<file path="src/rtl/fft_sample_loader.sv">
`default_nettype none
// +----------------------------------------------------------------------------+
// | Module : fft_sample_loader                                                 |
// | Desc   : Divided-clock rising-edge ticks capture samples into a small FIFO,|
// |          tagged with FFT frame first/last markers, streamed via valid/ready|
// |          Define FFT_LOADER_SYNC_EN to double-synchronise i_div_clk.        |
// | Rev    : 1.0  initial release                                              |
// +----------------------------------------------------------------------------+
module fft_sample_loader #(
  parameter int DATA_WD   = 16,
  parameter int DEPTH     = 4,
  parameter int FRAME_LEN = 32
) (
  input  logic                     i_ref_clk,
  input  logic                     i_rst,
  input  logic                     i_div_clk,
  input  logic                     i_enable,
  input  logic [DATA_WD-1:0]       i_data,
  input  logic                     i_ready,
  input  logic                     i_clr_ovf,
  output logic [DATA_WD-1:0]       o_data,
  output logic                     o_valid,
  output logic                     o_first,
  output logic                     o_last,
  output logic                     o_overflow,
  output logic [$clog2(DEPTH):0]   o_level
);

  localparam int              c_aw       = $clog2(DEPTH);
  localparam int              c_iw       = $clog2(FRAME_LEN);
  localparam int              c_last_i   = FRAME_LEN - 1;
  localparam logic [c_aw:0]   c_full     = DEPTH[c_aw:0];
  localparam logic [c_aw:0]   c_lvl_one  = {{c_aw{1'b0}}, 1'b1};
  localparam logic [c_aw-1:0] c_ptr_one  = {{(c_aw-1){1'b0}}, 1'b1};
  localparam logic [c_iw-1:0] c_idx_one  = {{(c_iw-1){1'b0}}, 1'b1};
  localparam logic [c_iw-1:0] c_idx_last = c_last_i[c_iw-1:0];

  logic                r_s_cur;
  logic                r_s_prev;
  logic                w_tick;
  logic                w_push_req;
  logic                w_full;
  logic                w_pop;
  logic                w_push;
  logic                w_drop;

  logic [DATA_WD-1:0]  r_mem_data [DEPTH];
  logic [DEPTH-1:0]    r_mem_first;
  logic [DEPTH-1:0]    r_mem_last;
  logic [c_aw-1:0]     r_wr_ptr;
  logic [c_aw-1:0]     r_rd_ptr;
  logic [c_aw:0]       r_level;
  logic [c_iw-1:0]     r_idx;
  logic                r_ovf;

`ifdef FFT_LOADER_SYNC_EN
  logic                r_sync;

  // Two-flop synchroniser ahead of the edge detector for an unrelated source.
  always_ff @(posedge i_ref_clk or negedge i_rst) begin
    if (!i_rst) begin
      r_sync   <= 1'b0;
      r_s_cur  <= 1'b0;
      r_s_prev <= 1'b0;
    end else begin
      r_sync   <= i_div_clk;
      r_s_cur  <= r_sync;
      r_s_prev <= r_s_cur;
    end
  end
`else
  always_ff @(posedge i_ref_clk or negedge i_rst) begin
    if (!i_rst) begin
      r_s_cur  <= 1'b0;
      r_s_prev <= 1'b0;
    end else begin
      r_s_cur  <= i_div_clk;
      r_s_prev <= r_s_cur;
    end
  end
`endif

  assign w_tick     = r_s_cur & ~r_s_prev;
  assign w_push_req = w_tick & i_enable;
  assign w_full     = (r_level == c_full);
  assign w_pop      = o_valid & i_ready;
  // A full FIFO still accepts a push when the head leaves in the same cycle.
  assign w_push     = w_push_req & (~w_full | w_pop);
  assign w_drop     = w_push_req & w_full & ~w_pop;

  always_ff @(posedge i_ref_clk or negedge i_rst) begin
    if (!i_rst) begin
      for (int i = 0; i < DEPTH; i++) begin
        r_mem_data[i] <= '0;
      end
      r_mem_first <= '0;
      r_mem_last  <= '0;
    end else if (w_push) begin
      r_mem_data[r_wr_ptr]  <= i_data;
      r_mem_first[r_wr_ptr] <= (r_idx == '0);
      r_mem_last[r_wr_ptr]  <= (r_idx == c_idx_last);
    end
  end

  always_ff @(posedge i_ref_clk or negedge i_rst) begin
    if (!i_rst) begin
      r_wr_ptr <= '0;
      r_rd_ptr <= '0;
      r_level  <= '0;
      r_idx    <= '0;
      r_ovf    <= 1'b0;
    end else begin
      if (w_push) begin
        r_wr_ptr <= r_wr_ptr + c_ptr_one;
        r_idx    <= r_idx + c_idx_one;
      end
      if (w_pop) begin
        r_rd_ptr <= r_rd_ptr + c_ptr_one;
      end
      case ({w_push, w_pop})
        2'b10:   r_level <= r_level + c_lvl_one;
        2'b01:   r_level <= r_level - c_lvl_one;
        default: r_level <= r_level;
      endcase
      // A drop coinciding with a clear keeps the flag set.
      if (w_drop) begin
        r_ovf <= 1'b1;
      end else if (i_clr_ovf) begin
        r_ovf <= 1'b0;
      end
    end
  end

  assign o_data     = r_mem_data[r_rd_ptr];
  assign o_first    = r_mem_first[r_rd_ptr];
  assign o_last     = r_mem_last[r_rd_ptr];
  assign o_valid    = (r_level != '0);
  assign o_level    = r_level;
  assign o_overflow = r_ovf;

endmodule
`default_nettype wire

</file>
<file path="config.mk">
export PLATFORM = sky130hd
export DESIGN_NAME = fft_sample_loader
export DESIGN_NICKNAME = d
export VERILOG_FILES = /design/src/rtl/fft_sample_loader.sv
export SDC_FILE = /design/constraint.sdc
export NUM_CORES = 1
export LEC_CHECK = 0
export CAP_MARGIN = 25
export CORE_MARGIN = 4
export CORE_UTILIZATION = 35
export DETAILED_ROUTE_END_ITERATION = 8
export GPL_ROUTABILITY_DRIVEN = 0
export REMOVE_ABC_BUFFERS = 1
export SYNTH_ARGS = -nofsm -noshare
export SYNTH_HDL_FRONTEND = slang
export SYNTH_SLANG_ARGS = --single-unit
</file>
<file path="constraint.sdc">
create_clock -name i_ref_clk -period 3.1 [get_ports i_ref_clk]
set_input_delay 0.62 -clock i_ref_clk [delete_from_list [all_inputs] [get_ports i_ref_clk]]
set_output_delay 0.62 -clock i_ref_clk [all_outputs]
set_load 0.01 [all_outputs]
</file>
==> summary.log, run 1 <==
qor: critical_path.worst_setup_path_start_kind register
qor: min_path.holdCritPathClass in -> async
qor: final_layout.drive_above_1_share 0.4102
qor: synthesis.avgSynthCellArea 16.43 µm²
qor: power.switching_share 0.2844
qor: timing.report.final.setup_viol 0
qor: clock_tree.clk_pin_slew_worst_paths 0.09 ns
qor: timing.whs 0.3291 ns
qor: critical_path.worst_ep_required_time 2.48 ns
qor: timing.timing.final.hold_violations 0
qor: clock_tree.cts_max_level 3
qor: clock_tree.post_cts_setup_buffers 0
qor: timing.report.final.slew_viol_count 0
qor: clock_tree.hold_buffers 0
qor: power.clkPwrFrac 0.198
qor: routing.drcViolationCount 0
qor: critical_path.worst_setup_path_category reg -> out
qor: clock_tree.cts.repair.resized 0
qor: timing.maxSlewHeadroom 0.5042
qor: timing.finalWorstSetupSlack 0.4551 ns
qor: power.cellInternalPower 3.426 mW
qor: synthesis.postSynth.asyncResetShare 1.000
qor: timing.clock_skew 0.009499 ns
qor: floorplanning.die_area 12,980 µm²
qor: clock_tree.clockRootBuffer clkbuf_8
qor: power.seqPwrFrac 0.395
qor: power.switch_pwr 1.361 mW
qor: final_layout.fillers 979
qor: routing.route.vias.total 2,096
qor: flow_run.max_cap_violations 0
qor: timing.unrepaired_setup_endpoints_after_global_routing false
qor: floorplanning.start_util 0.3607
qor: synthesis.ys_ff_latch 87
qor: synthesis.primary_ff_master_synth dfrtp_1
qor: clock_tree.clk_latency 0.34 ns
qor: critical_path.regToRegEndpoint o_level[2]$_DFFE_PN0P_
qor: routing.detail_route.iter0.violations 51
qor: floorplanning.fp.dieH 113.9 µm
qor: synthesis.post-synth-top-area-fraction 0.5543
qor: floorplanning.die_w 113.9 µm
qor: synthesis.yosys.area.top_type dfrtp_1
qor: clock_tree.cts_made_buffers 9
qor: floorplanning.core 10,890 µm²
qor: final_layout.layout.nets 321
qor: power.power-per-cell-area 1005 nW/µm²
qor: final_layout.antennaDiodeCount 0
qor: synthesis.ys_types 27
qor: critical_path.cp-end-kind output pin
qor: routing.post_drt_via_cell_ratio 4.818
qor: global_route.overflow 0
qor: timing.tightest_slew 0.7334 ns
qor: power.power.static_leakage 2.070 nW
qor: timing.fin_crit_sh 0.8532
qor: synthesis.syn-instance-count 239
qor: synthesis.post_synth_main_area_contributors dfrtp_1 (55%), mux2_2 (20%), mux4_2 (10%)
qor: timing.final_sum_of_negative_setup_slack 0 ns
qor: final_layout.area_growth 21.25%
qor: floorplanning.ioPinCount 45
qor: synthesis.ys.warnings.count 0
qor: routing.routedWlPerCell 16.37 µm
qor: run_status.run_status finished, final reports clean
qor: critical_path.r2r_cells 9
qor: timing.clock.fmax 378.1 MHz
qor: critical_path.arrival 2.02 ns
qor: synthesis.synth-edff-count 0
qor: placed_design.pre_cts_ws 0.2035 ns
qor: placed_design.hpwlAfterDp 4684 µm
qor: synthesis.synthMostInstantiatedCell dfrtp_1
qor: clock_tree.cts_num_sinks 87
qor: critical_path.r2r-start o_level[0]$_DFFE_PN0P_
qor: power.share_comb_of_total_power 0.407
qor: power.vdd_ir_drop_max 0.3994 mV
qor: clock_tree.cts_tree yes
qor: placed_design.buffer_ports.inserted 44
qor: clock_tree.clockBufferDepth 2
qor: critical_path.critical_path_peak_fanout 13
qor: synthesis.post_synth_most_frequent_cells dfrtp_1 (87), mux2_2 (71), mux4_2 (18), inv_1 (10), ha_1 (8)
qor: global_route.grt_first_pass_wirelength 12,490 µm
qor: synthesis.post_synth_design_cell_area 3928 µm²
qor: synthesis.synth_sequential_area_ratio 0.5543
qor: routing.wirelength 7119 µm
qor: global_route.total_global_routing_track_utilization 0.1236
qor: routing.route.antenna.remaining_nets 0
qor: floorplanning.floorplan.rows 38
qor: routing.firstDrtPassIters 4
qor: global_route.antenna_violations_before_repair 0
qor: global_route.first_global_vias 2,418
qor: timing.final.min_clock_period 2.645 ns
qor: global_route.grt_max_degree 55
qor: critical_path.reg2reg_setup_slack 0.79 ns
## critical path, stage by stage (launching register included)
cell,delay [ns]
dfrtp_1,0.35
buf_4,0.28
mux4_2,0.54
clkdlybuf4s50_1,0.53
## through the flow
stage / util / instance area, µm² / total power, mW / instances
3_5_place_dp: 0.4148 / 4517 / 3.910 / 419
3_3_place_gp: 0.4148 / 4517 / 3.854 / 419
2_1_floorplan: - / 3839 / 3.074 / 228
5_1_grt: 0.4374 / 4762 / 5.134 / 435
6_report: 0.4374 / 4762 / 4.787 / 435
4_1_cts: 0.4374 / 4762 / 4.876 / 435
## cell families after synthesis
kind of cell               share of synthesized area
AOI/OAI and AO/OA                           0.006691
xor gates and xnor gates                     0.02007
adders and majority gates                    0.03058
buffers and inverters                        0.03218
DFF                                           0.5543
muxes                                         0.3160
and+or+nand+nor                              0.04014
## power groups by stage
stage / Clock [mW] / Combinational (mW) / Sequential [mW]
after floorplan: 0 / 1.14 / 1.93
after global placement: 0 / 1.96 / 1.89
after detailed placement: 0 / 2.00 / 1.91
after CTS: 0.983 / 2.00 / 1.89
after global routing: 1.03 / 2.14 / 1.96
final: 0.947 / 1.95 / 1.89
## flip-flops by register name, summed over array words and instances (netlist names)
register	count
o_overflow	1
r_s_cur	1
r_mem_data	64
r_rd_ptr	2
r_idx	5
r_wr_ptr	2
r_s_prev	1
o_level	3
r_mem_first	4
r_mem_last	4
## worst max path at each step
stage | slack, ns | depth (start not counted) | end | start
3_5_place_dp | 0.20 | 10 | o_level[2]$_DFFE_PN0P_ | i_ready
5_1_grt | 0.32 | 3 | o_last | r_rd_ptr[0]$_DFFE_PN0P_
3_3_place_gp | 0.26 | 10 | o_level[2]$_DFFE_PN0P_ | i_ready
2_1_floorplan | 0.59 | 9 | o_level[2]$_DFFE_PN0P_ | i_ready
4_1_cts | 0.39 | 3 | o_last | r_rd_ptr[0]$_DFFE_PN0P_
6_report | 0.46 | 3 | o_last | r_rd_ptr[0]$_DFFE_PN0P_
## cells in the final DEF (no fill, tap or decap), types with 2 or more instances in the layout
cell,synthesis,layout
xnor2_1,6,6
xor2_1,3,3
buf_4,0,7
bufinv_16,0,3
clkbuf_8,0,10
clkdlybuf4s50_1,0,43
o21ai_0,2,2
mux4_2,18,18
nand3_1,4,4
ha_1,8,8
nand3_4,4,4
and3_1,2,2
dfrtp_1,87,87
inv_1,10,10
mux2_2,71,71
## layer usage
| metal | global-route usage | wire, µm | up-vias |
|---|---|---|---|
| li1 | - | - | 970 |
| met4 | 0.02613 | 53 | 0 |
| met5 | 0 | 0 | - |
| met3 | 0.04668 | 412 | 6 |
| met1 | 0.1673 | 3328 | 1082 |
| met2 | 0.1913 | 3325 | 38 |
## layout make-up
class	instances	area, µm²	share of cell area
well taps	140	175.2	0.03678
repair buffers	51	503.0	0.1056
flip-flops and latches	87	2177	0.4572
multi-input cells	131	1624	0.3410
inverters	10	37.54	0.007882
clock buffers	11	141.4	0.02969
clock inverters	5	103.9	0.02181
No activity file was read; power rests on OpenSTA's default activity.
==> run 2, diff against run 1 <==
--- a/config.mk
+++ b/config.mk
@@ -9,8 +9,11 @@
 export CORE_MARGIN = 4
 export CORE_UTILIZATION = 35
 export DETAILED_ROUTE_END_ITERATION = 8
+export DONT_BUFFER_PORTS = 1
 export GPL_ROUTABILITY_DRIVEN = 0
 export REMOVE_ABC_BUFFERS = 1
+export SETUP_SLACK_MARGIN = 0.1
+export SLEW_MARGIN = 15
 export SYNTH_ARGS = -nofsm -noshare
 export SYNTH_HDL_FRONTEND = slang
 export SYNTH_SLANG_ARGS = --single-unit
==> summary.log, run 2 (synthesis results as in run 1) <==
qor: timing.unrepaired_setup_endpoints_after_global_routing false
qor: final_layout.drive_above_1_share 0.4653 [+0.05514]
qor: routing.post_drt_via_cell_ratio 5.000 [+3.8%]
qor: global_route.total_global_routing_track_utilization 0.1192 [-0.004400]
qor: global_route.grt_max_degree 88 [+60%]
qor: final_layout.biggestRegsByFlops r_mem_data (64), r_idx (5)
qor: critical_path.crit_start r_rd_ptr[0]$_DFFE_PN0P_
qor: critical_path.critical-path-max-stage-delay 0.77 ns [+0.23 ns]
qor: flow_run.max_cap_violations 0 [unchanged]
qor: floorplanning.core 10,890 µm² [unchanged]
qor: critical_path.worst_setup_path_start_kind register
qor: timing.report.final.setup_viol 0 [unchanged]
qor: critical_path.slowest_stage dfrtp_1
qor: min_path.holdCritPathClass in -> async
qor: critical_path.reg2reg_setup_slack 0.56 ns [-0.23 ns]
qor: routing.wirelength 7182 µm [+0.88%]
qor: final_layout.stdcell_count 385 [-11%]
qor: critical_path.arrival 1.93 ns [-0.09 ns]
qor: final_layout.layout.cells.most_common dfrtp_1
qor: timing.timing.final.hold_violations 0 [unchanged]
qor: floorplanning.die_area 12,980 µm² [unchanged]
qor: critical_path.critical_path_peak_fanout 11 [-2]
qor: clock_tree.clockBufferDepth 2 [unchanged]
qor: timing.maxSlewHeadroom 0.5303 [+0.02614]
qor: power.power-per-cell-area 955.9 nW/µm² [-4.9%]
qor: final_layout.max_ffs_per_register 64 [unchanged]
qor: run_status.run_status finished, final reports clean
qor: power.vdd_ir_drop_max 0.5448 mV [+36%]
qor: floorplanning.floorplan.rows 38 [unchanged]
qor: clock_tree.cts_made_buffers 9 [unchanged]
qor: timing.final_sum_of_negative_setup_slack 0 ns [unchanged]
qor: final_layout.sequential_cell_area 2177 µm² [unchanged]
qor: clock_tree.clk_latency 0.35 ns [about the same]
qor: final_layout.area_growth 7.646%
qor: floorplanning.die_w 113.9 µm [unchanged]
qor: critical_path.r2r-start o_level[1]$_DFFE_PN0P_
qor: final_layout.fillers 1,016 [+3.8%]
qor: global_route.grt_first_pass_wirelength 11,630 µm [-6.9%]
qor: floorplanning.fp.dieH 113.9 µm [unchanged]
qor: critical_path.worst_ep_required_time 2.48 ns [about the same]
qor: clock_tree.clockRootBuffer clkbuf_8
qor: critical_path.cp_cell_sequence buf_12 -> mux4_2
qor: critical_path.regToRegEndpoint o_level[2]$_DFFE_PN0P_
qor: clock_tree.clk_pin_slew_worst_paths 0.08 ns [about the same]
qor: final_layout.max_flop_register r_mem_data
qor: power.power.static_leakage 1.851 nW [-11%]
qor: clock_tree.cts_tree yes
qor: clock_tree.cts.repair.resized 0 [unchanged]
qor: final_layout.final_area 4228 µm² [-11%]
qor: timing.whs 0.1735 ns [-0.1556 ns]
qor: clock_tree.cts_max_level 3 [unchanged]
qor: routing.route.vias.total 1,925 [-8.2%]
qor: final_layout.antennaDiodeCount 0 [unchanged]
qor: placed_design.place.detailed.instances 371 [-11%]
qor: placed_design.place_area 4049 µm² [-10%]
qor: routing.detail_route.iter0.violations 140 [+170%]
qor: global_route.first_global_vias 2,169 [-10%]
qor: placed_design.buffer_ports.inserted 0 [-100%]
qor: critical_path.setup.worst_path.end o_data[8]
qor: routing.routedWlPerCell 18.65 µm [+14%]
qor: timing.clock_skew 0.01050 ns [+0.001002 ns]
qor: final_layout.layout.nets 274 [-15%]
qor: critical_path.r2r_cells 9 [unchanged]
qor: routing.firstDrtPassIters 3 [-1]
qor: final_layout.area_of_combinational_cells_with_multiple_inputs 1624 µm² [unchanged]
qor: clock_tree.cts_num_sinks 87 [unchanged]
qor: critical_path.worst_setup_path_category reg -> out
qor: final_layout.final_cell_mix dfrtp_1 (87), mux2_2 (71), mux4_2 (18)
qor: global_route.overflow 0 [unchanged]
qor: critical_path.cp-end-kind output pin
qor: timing.fin_crit_sh 0.8218 [-0.03137]
qor: floorplanning.ioPinCount 45 [unchanged]
qor: timing.clock.fmax 392.5 MHz [+3.8%]
qor: power.report.power.total 4.041 mW [-16%]
qor: global_route.antenna_violations_before_repair 0 [unchanged]
qor: timing.tightest_slew 0.6947 ns [-0.03867 ns]
qor: routing.route.antenna.remaining_nets 0 [unchanged]
qor: timing.final.min_clock_period 2.548 ns [-0.09726 ns]
qor: floorplanning.start_util 0.3607 [unchanged]
qor: routing.drcViolationCount 0 [unchanged]
qor: timing.report.final.slew_viol_count 0 [unchanged]
qor: placed_design.hpwlAfterDp 4506 µm [-3.8%]
[run 2: cell count changes in the layout (fill, tap and decap cells not counted), sizes merged]
cell / change
clkdlybuf4s50: -43
buf: -4
bufinv: -3
clkinv: +1
inv: -1
[run 2: repair_timing]
action                    4_1_cts  5_1_grt
hold endpoints to repair       87        0
hold buffers                    1        0
buffers inserted                0        0
[run 2: through the flow]
| step | utilization | setup WS (ns) |
|---|---|---|
| 2_1_floorplan | - | 0.5902 |
| 3_3_place_gp | 0.3719 | 0.5202 |
| 3_5_place_dp | 0.3719 | 0.4709 |
| 4_1_cts | 0.3883 | 0.4842 |
| 5_1_grt | 0.3883 | 0.3941 |
| 6_report | 0.3883 | 0.5523 |
[run 2: worst max-delay path: cells and delay by family, from the launching register on]
| family | cells | cell delay, ns |
|---|---|---|
| flops | 1 | 0.77 |
| mux | 1 | 0.56 |
| buf+inv | 1 | 0.24 |
[run 2: where the power goes]
part	internal (mW)	switching, mW	total, mW
clock network	0.298	0.365	0.662
registers	1.63	0.314	1.95
logic	0.831	0.599	1.43
total	2.76	1.28	4.04
[run 2: worst min path at each step]
stage	start	endpoint	slack, ns	depth (start not counted)
4_1_cts	i_rst	r_wr_ptr[0]$_DFFE_PN0P_	0.19	1
5_1_grt	i_rst	r_s_cur$_DFF_PN0_	0.19	1
3_3_place_gp	i_rst	r_mem_data[30]$_DFFE_PN0P_	0.33	0
6_report	i_rst	r_wr_ptr[0]$_DFFE_PN0P_	0.17	1
3_5_place_dp	i_rst	r_mem_data[26]$_DFFE_PN0P_	0.33	0
2_1_floorplan	i_rst	o_level[0]$_DFFE_PN0P_	0.32	0
[run 2: final cells by class]
cell class	instances	area share
Inverter	10	0.008878
Clock inverter	2	0.002368
Multi-Input combinational cell	131	0.3841
Timing Repair Buffer	4	0.01480
Clock buffer	11	0.03344
Sequential cell	87	0.5149
Tap cell	140	0.04143
[run 2: routing by layer]
layer  share of wire  wire length (µm)  up-vias  GRT usage
met5               0                 0        -          0
met4           0.013                95        0    0.03800
met3           0.065               470        9    0.04721
met2            0.50              3585       42     0.1920
met1            0.42              3030     1001     0.1476
li1                -                 -      873          -
